## src/rtl/agu_k2.sv

```systemverilog
// agu_k2: radix-2 NTT butterfly index generator for order_translate_k2.
// Sweeps every stage, inserts a drain bubble between stages, flags the last pair.
module agu_k2 #(
  parameter int D_WIDTH   = 32,
  parameter int LOG_N     = 16,
  parameter int STAGE_GAP = 4
) (
  input  logic               clk,
  input  logic               rst,
  input  logic               start,
  input  logic               stall,
  output logic [D_WIDTH-1:0] Order_0,
  output logic [D_WIDTH-1:0] Order_1,
  output logic               r_enable_k2,
  output logic               AGU_done_k2,
  output logic [D_WIDTH-1:0] l,
  output logic               busy
);

  localparam int JW = LOG_N - 1;
  localparam int SW = $clog2(LOG_N);
  localparam int GW = (STAGE_GAP > 0) ? $clog2(STAGE_GAP + 1) : 1;

  localparam logic [JW-1:0] J_LAST = '1;
  localparam logic [SW-1:0] S_LAST = SW'(LOG_N - 1);
  localparam logic [GW-1:0] G_LAST = GW'(STAGE_GAP);

  typedef enum logic [1:0] {
    IDLE,
    RUN,
    GAP
  } state_t;

  state_t state_q, state_d;

  logic [JW-1:0] j_q, j_d;
  logic [SW-1:0] s_q, s_d;
  logic [GW-1:0] g_q, g_d;

  logic [D_WIDTH-1:0] o0_d, o1_d, l_d;
  logic ren_d, done_d, busy_d;
  logic emit;

  // j/s always name the pair that the next emitting edge will produce
  logic [SW-1:0]    p;
  logic [LOG_N-1:0] jx, bitp, msk, pr0, pr1;

  assign p    = S_LAST - s_q;
  assign jx   = {1'b0, j_q};
  assign bitp = LOG_N'(1) << p;
  assign msk  = bitp - LOG_N'(1);
  assign pr0  = ((jx & ~msk) << 1) | (jx & msk);
  assign pr1  = pr0 | bitp;

  always_comb begin
    state_d = state_q;
    j_d     = j_q;
    s_d     = s_q;
    g_d     = g_q;
    o0_d    = Order_0;
    o1_d    = Order_1;
    l_d     = l;
    ren_d   = 1'b0;
    done_d  = 1'b0;
    busy_d  = busy;
    emit    = 1'b0;

    unique case (state_q)
      IDLE: begin
        if (start) begin
          state_d = RUN;
          busy_d  = 1'b1;
          emit    = !stall;
        end
      end
      RUN: begin
        if (AGU_done_k2) begin
          state_d = IDLE;
          j_d     = '0;
          s_d     = '0;
          g_d     = '0;
          o0_d    = '0;
          o1_d    = '0;
          l_d     = '0;
          busy_d  = 1'b0;
        end else begin
          emit = !stall;
        end
      end
      GAP: begin
        if (g_q == G_LAST) begin
          state_d = RUN;
          emit    = !stall;
        end else begin
          g_d = g_q + GW'(1);
        end
      end
      default: state_d = IDLE;
    endcase

    if (emit) begin
      o0_d  = {{(D_WIDTH-LOG_N){1'b0}}, pr0};
      o1_d  = {{(D_WIDTH-LOG_N){1'b0}}, pr1};
      l_d   = {{(D_WIDTH-SW){1'b0}}, s_q};
      ren_d = 1'b1;
      if (j_q != J_LAST) begin
        j_d = j_q + JW'(1);
      end else if (s_q == S_LAST) begin
        done_d = 1'b1;
      end else begin
        j_d = '0;
        s_d = s_q + SW'(1);
        if (STAGE_GAP > 0) begin
          state_d = GAP;
          g_d     = '0;
        end
      end
    end
  end

  always_ff @(posedge clk or negedge rst) begin
    if (!rst) begin
      state_q     <= IDLE;
      j_q         <= '0;
      s_q         <= '0;
      g_q         <= '0;
      Order_0     <= '0;
      Order_1     <= '0;
      l           <= '0;
      r_enable_k2 <= 1'b0;
      AGU_done_k2 <= 1'b0;
      busy        <= 1'b0;
    end else begin
      state_q     <= state_d;
      j_q         <= j_d;
      s_q         <= s_d;
      g_q         <= g_d;
      Order_0     <= o0_d;
      Order_1     <= o1_d;
      l           <= l_d;
      r_enable_k2 <= ren_d;
      AGU_done_k2 <= done_d;
      busy        <= busy_d;
    end
  end

endmodule

```

## config.mk

```make
export PLATFORM = sky130hd
export DESIGN_NAME = agu_k2
export DESIGN_NICKNAME = d
export VERILOG_FILES = /design/src/rtl/agu_k2.sv
export SDC_FILE = /design/constraint.sdc
export NUM_CORES = 1
export LEC_CHECK = 0
export CAP_MARGIN = 20
export CORE_ASPECT_RATIO = 0.6
export CORE_MARGIN = 5
export CORE_UTILIZATION = 46
export CTS_BUF_LIST = sky130_fd_sc_hd__clkbuf_4
export CTS_CLUSTER_DIAMETER = 150
export CTS_CLUSTER_SIZE = 30
export DETAILED_ROUTE_END_ITERATION = 7
export GPL_ROUTABILITY_DRIVEN = 0
export PLACE_DENSITY = 0.87
export SYNTH_ARGS = -nofsm -noshare
export SYNTH_HDL_FRONTEND = slang
export SYNTH_SLANG_ARGS = --single-unit
```

## constraint.sdc

```tcl
create_clock -name clk -period 2.8 [get_ports clk]
set_input_delay 0.28 -clock clk [delete_from_list [all_inputs] [get_ports clk]]
set_output_delay 0.28 -clock clk [all_outputs]
set_load 0.01 [all_outputs]
```

==> out/summary.txt <==
OUTCOME
----------------------------------------------------------------------------------
Status                                                                finished clean

SYNTHESIS
----------------------------------------------------------------------------------
Synth warn                                                                       0
Register bit total from synthesis                                               63
Share of the yosys chip area belonging to registers                          39.3%
Netlist area before placement                                         0.00401 mm^2
Number of instances in the synthesized netlist                                 453
Share of synthesized flip-flops with an asynchronous set or reset             100%
Synth Flop Type                                                       sky130_fd_sc_hd__dfrtp_1
Syn_area_per_cell                                                        8.86 um^2
Number of synthesized flops with an enable pin                                   0
Netlist cell types                                                              62

CLOCK NETWORK
----------------------------------------------------------------------------------
Clock latency on the worst-skew pair                                       0.43 ns
Clock transition at the registers of the reported paths                    0.11 ns
Maximum count of clock buffers along a single path                               2
Clock tree from TritonCTS                                                      yes
Number of buffers created by CTS                                                 9
Cell chosen for the clock root                                        sky130_fd_sc_hd__clkbuf_4
Clock sink total                                                                63
Number of buffers inserted to repair setup after CTS                             0
Deepest level of the CTS H-tree                                                  3

PLACE
----------------------------------------------------------------------------------
Placement Cell Area                                                   0.00434 mm^2
Placed wire-length estimate                                                7840 um
PortBufs                                                                        42
Minimum setup slack after placement                                       0.176 ns

POWER AND IR DROP
----------------------------------------------------------------------------------
Power density over the cells                                           569 mW/mm^2
Peak VDD IR                                                                 233 uV
Static power due to leakage                                                2.08 nW

DRT
----------------------------------------------------------------------------------
Sum of routed wire length over all layers                                 10600 um
Remaining number of nets flagged by the antenna check after routing              0
Starting DRC count in detailed routing                                         395
Detailed-route wire length per cell                                        17.4 um
Count of TritonRoute iterations in the first routing pass                        8
Via count                                                                     3518
Vias per inst                                                                 5.77
Detailed-route DRC error count                                                   0

RUN
----------------------------------------------------------------------------------
Count of max-cap constraint violations                                           0

FINISH
----------------------------------------------------------------------------------
Synthesis-to-layout area growth                                              11.6%
Share of final-layout standard cells stronger than drive strength 1          9.84%
Post-Layout Inst Area                                                 0.00448 mm^2
Post-layout net count                                                          511
Count of antenna diodes in the layout                                            0

TIMING
----------------------------------------------------------------------------------
RSZ-0062 raised after global routing                                         false
Achievable clock frequency                                                 381 MHz
Final hold viol count                                                            0
Final period demand of the worst path                                      2.62 ns
Least-Margin Pin Slew                                                     0.618 ns
Final Hold Slack                                                          0.185 ns
Final number of max-transition violations                                        0
Total Neg Setup Slack                                                         0 ns
Normalized max-slew margin                                                   58.7%
Clock skew after layout                                                  0.0106 ns
Final period util                                                            93.7%
Total of endpoints with negative setup slack in the final report                 0
Final worst setup slack                                                   0.178 ns

FLOORPLANNING
----------------------------------------------------------------------------------
Count of standard-cell rows                                                     26
Core region area                                                      0.00849 mm^2
I/O pin count                                                                  103
Die height                                                                 82.3 um
Die Footprint                                                          0.0108 mm^2
Starting density of the core                                                 47.3%
Chip width                                                                  131 um

SETUP PATH
----------------------------------------------------------------------------------
Slowest Stage Delay on Critical Path                                       0.44 ns
Kind of end point of the critical path                                        flop
Worst r2r src                                                               s_q[0]
Element type at the critical path start                                       flop
Slowest library cell on the worst path                                sky130_fd_sc_hd__dfrtp_1
Worst Path Max Fanout                                                            9
CP Launch Point                                                             s_q[0]
WS Path Type                                                          flop to flop
Worst path arrival time                                                    2.94 ns
Required time at the endpoint of the critical path                         3.12 ns
Crit-path cells                                                       ha_1 -> ha_2 -> nand2_1 -> ha_1 -> inv_1 -> or3_1 -> o32ai_2 -> a211oi_1 -> or3_1

GRT
----------------------------------------------------------------------------------
Global-route usage over all layers                                           20.2%
Initial antenna violation count                                                  0
Pin count of the biggest net entering global routing                            45
Via count of the first global-routing pass                                    3167
First-pass GRT wire length                                                16800 um
Congestion Overflow GR                                                           0

HOLD PATH
----------------------------------------------------------------------------------
Tightest Hold Check Type                                              input pin to async pin

-- layer usage --
layer	global-route usage (%)	vias to the layer above	part of all wire, %
met5	0	-	0
met2	27.9	217	43
met4	5.85	0	1.3
met1	30.1	1705	44
met3	6.49	21	12
li1	-	1575	-
-- cells in the final DEF, fill, tap and decap left out, types with 3 or more instances in the layout --
cell / instances
sky130_fd_sc_hd__a211o_1: 3
sky130_fd_sc_hd__a21o_1: 8
sky130_fd_sc_hd__a21oi_1: 22
sky130_fd_sc_hd__a221o_1: 4
sky130_fd_sc_hd__a22o_1: 4
sky130_fd_sc_hd__a22oi_1: 5
sky130_fd_sc_hd__a31oi_1: 11
sky130_fd_sc_hd__a32o_1: 3
sky130_fd_sc_hd__a32oi_1: 9
sky130_fd_sc_hd__and2_1: 3
sky130_fd_sc_hd__buf_4: 15
sky130_fd_sc_hd__clkbuf_4: 9
sky130_fd_sc_hd__clkdlybuf4s50_1: 41
sky130_fd_sc_hd__clkinv_2: 4
sky130_fd_sc_hd__conb_1: 60
sky130_fd_sc_hd__dfrtp_1: 63
sky130_fd_sc_hd__ha_1: 13
sky130_fd_sc_hd__inv_1: 16
sky130_fd_sc_hd__nand2_1: 54
sky130_fd_sc_hd__nand2b_1: 6
sky130_fd_sc_hd__nand3_1: 17
sky130_fd_sc_hd__nand4_1: 5
sky130_fd_sc_hd__nor2_1: 17
sky130_fd_sc_hd__nor3_1: 8
sky130_fd_sc_hd__nor4_1: 4
sky130_fd_sc_hd__o21ai_0: 32
sky130_fd_sc_hd__o31ai_1: 8
sky130_fd_sc_hd__or3_1: 4
-- path summary, 6_finish.rpt --
check / end / slack [ns] / cells past startpoint
min: r_enable_k2 / 0.18 / 2
max reg2reg: Order_1[14] / 0.18 / 9
max in group asynchronous: j_q[14] / 1.96 / 4
min in group clk: l[1] / 0.49 / 2
max: Order_1[14] / 0.18 / 9
min reg2reg: l[1] / 0.49 / 2
-- repair_timing --
action                     in CTS  in global routing
resized for setup               0                  1
hold buffers                    0                  1
hold endpoints to repair        0                 42
setup endpoints to repair       0                  1
-- metrics by stage --
step                instances  utilization [%]  power [mW]
global route              610             52.8        2.71
floorplan                 512                -        1.74
CTS                       608             52.4        2.55
global placement          592             51.1        1.98
finish                    610             52.8        2.55
detailed placement        592             51.1        2.02
-- sequential cells by signal (all words and copies together) (netlist names) --
register and count:
Order_0 16, Order_1 16, j_q 15, l 4, s_q 4, g_q 3
state_q 2, AGU_done_k2 1, busy 1, r_enable_k2 1
-- area by class of cell --
cell class,count,area (um^2)
Inverter,17,63.8
Tap cell,112,140
Clock buffer,9,67.6
Fill cell,777,4010
Timing Repair Buffer,60,578
Sequential cell,63,1580
Multi-Input combinational cell,342,2010
Clock inverter,7,40.0
-- cells by family (layout without fill, tap and decap cells) --
family / Yosys count / count (layout) / share of synthesized area [%]
other cells: 1 / 60 / 0.0935
compound gates: 130 / 130 / 22.1
fa+ha+maj: 14 / 14 / 4.37
simple gates: 134 / 134 / 16.8
buf+inv: 107 / 93 / 16.4
xor+xnor: 3 / 3 / 0.655
flops: 63 / 63 / 39.3
mux: 1 / 1 / 0.281
-- power breakdown --
part	switching (mW)	total [mW]	internal, mW
Combinational	0.487	0.849	0.362
Sequential	0.147	1.18	1.03
Clock	0.352	0.526	0.174
-- synth_stat cells (all sizes together) (2+ instances only) --
master  count  share of area, %
a211o       3              0.65
ha         14               4.4
a32o        3              0.75
buf        75                13
a311o       2              0.53
a21o        8               1.5
inv        17               1.6
nor4        6               1.2
a22oi       5              0.94
a31o        2              0.44
a221o       4               1.0
or3         4              0.62
a21oi      23               2.9
nand2b      6              0.94
xnor2       2              0.44
a32oi       9               2.0
nand2      54               5.1
and2        3              0.47
nand3      19               2.6
nor2b       2              0.31
o21ai      33               4.1
or2         3              0.47
a31oi      11               1.7
o21a        2              0.37
dfrtp      63                39
a21boi      2              0.37
o31ai       8               1.5
and3        2              0.31
a22o        4              0.87
nand4       5              0.78
nor2       17               1.6
nor3        8               1.0
clkbuf     15               1.4
o22ai       2              0.31
-- critical path: cells and delay by family, from the launching register on --
| kind | cells | cell delay, ns |
|---|---|---|
| simple gates | 3 | 0.85 |
| buf+inv | 1 | 0.08 |
| flops | 1 | 0.44 |
| compound gates | 2 | 0.47 |
| fa+ha+maj | 3 | 0.68 |
Note: power is estimated with default switching activity, not from simulation.
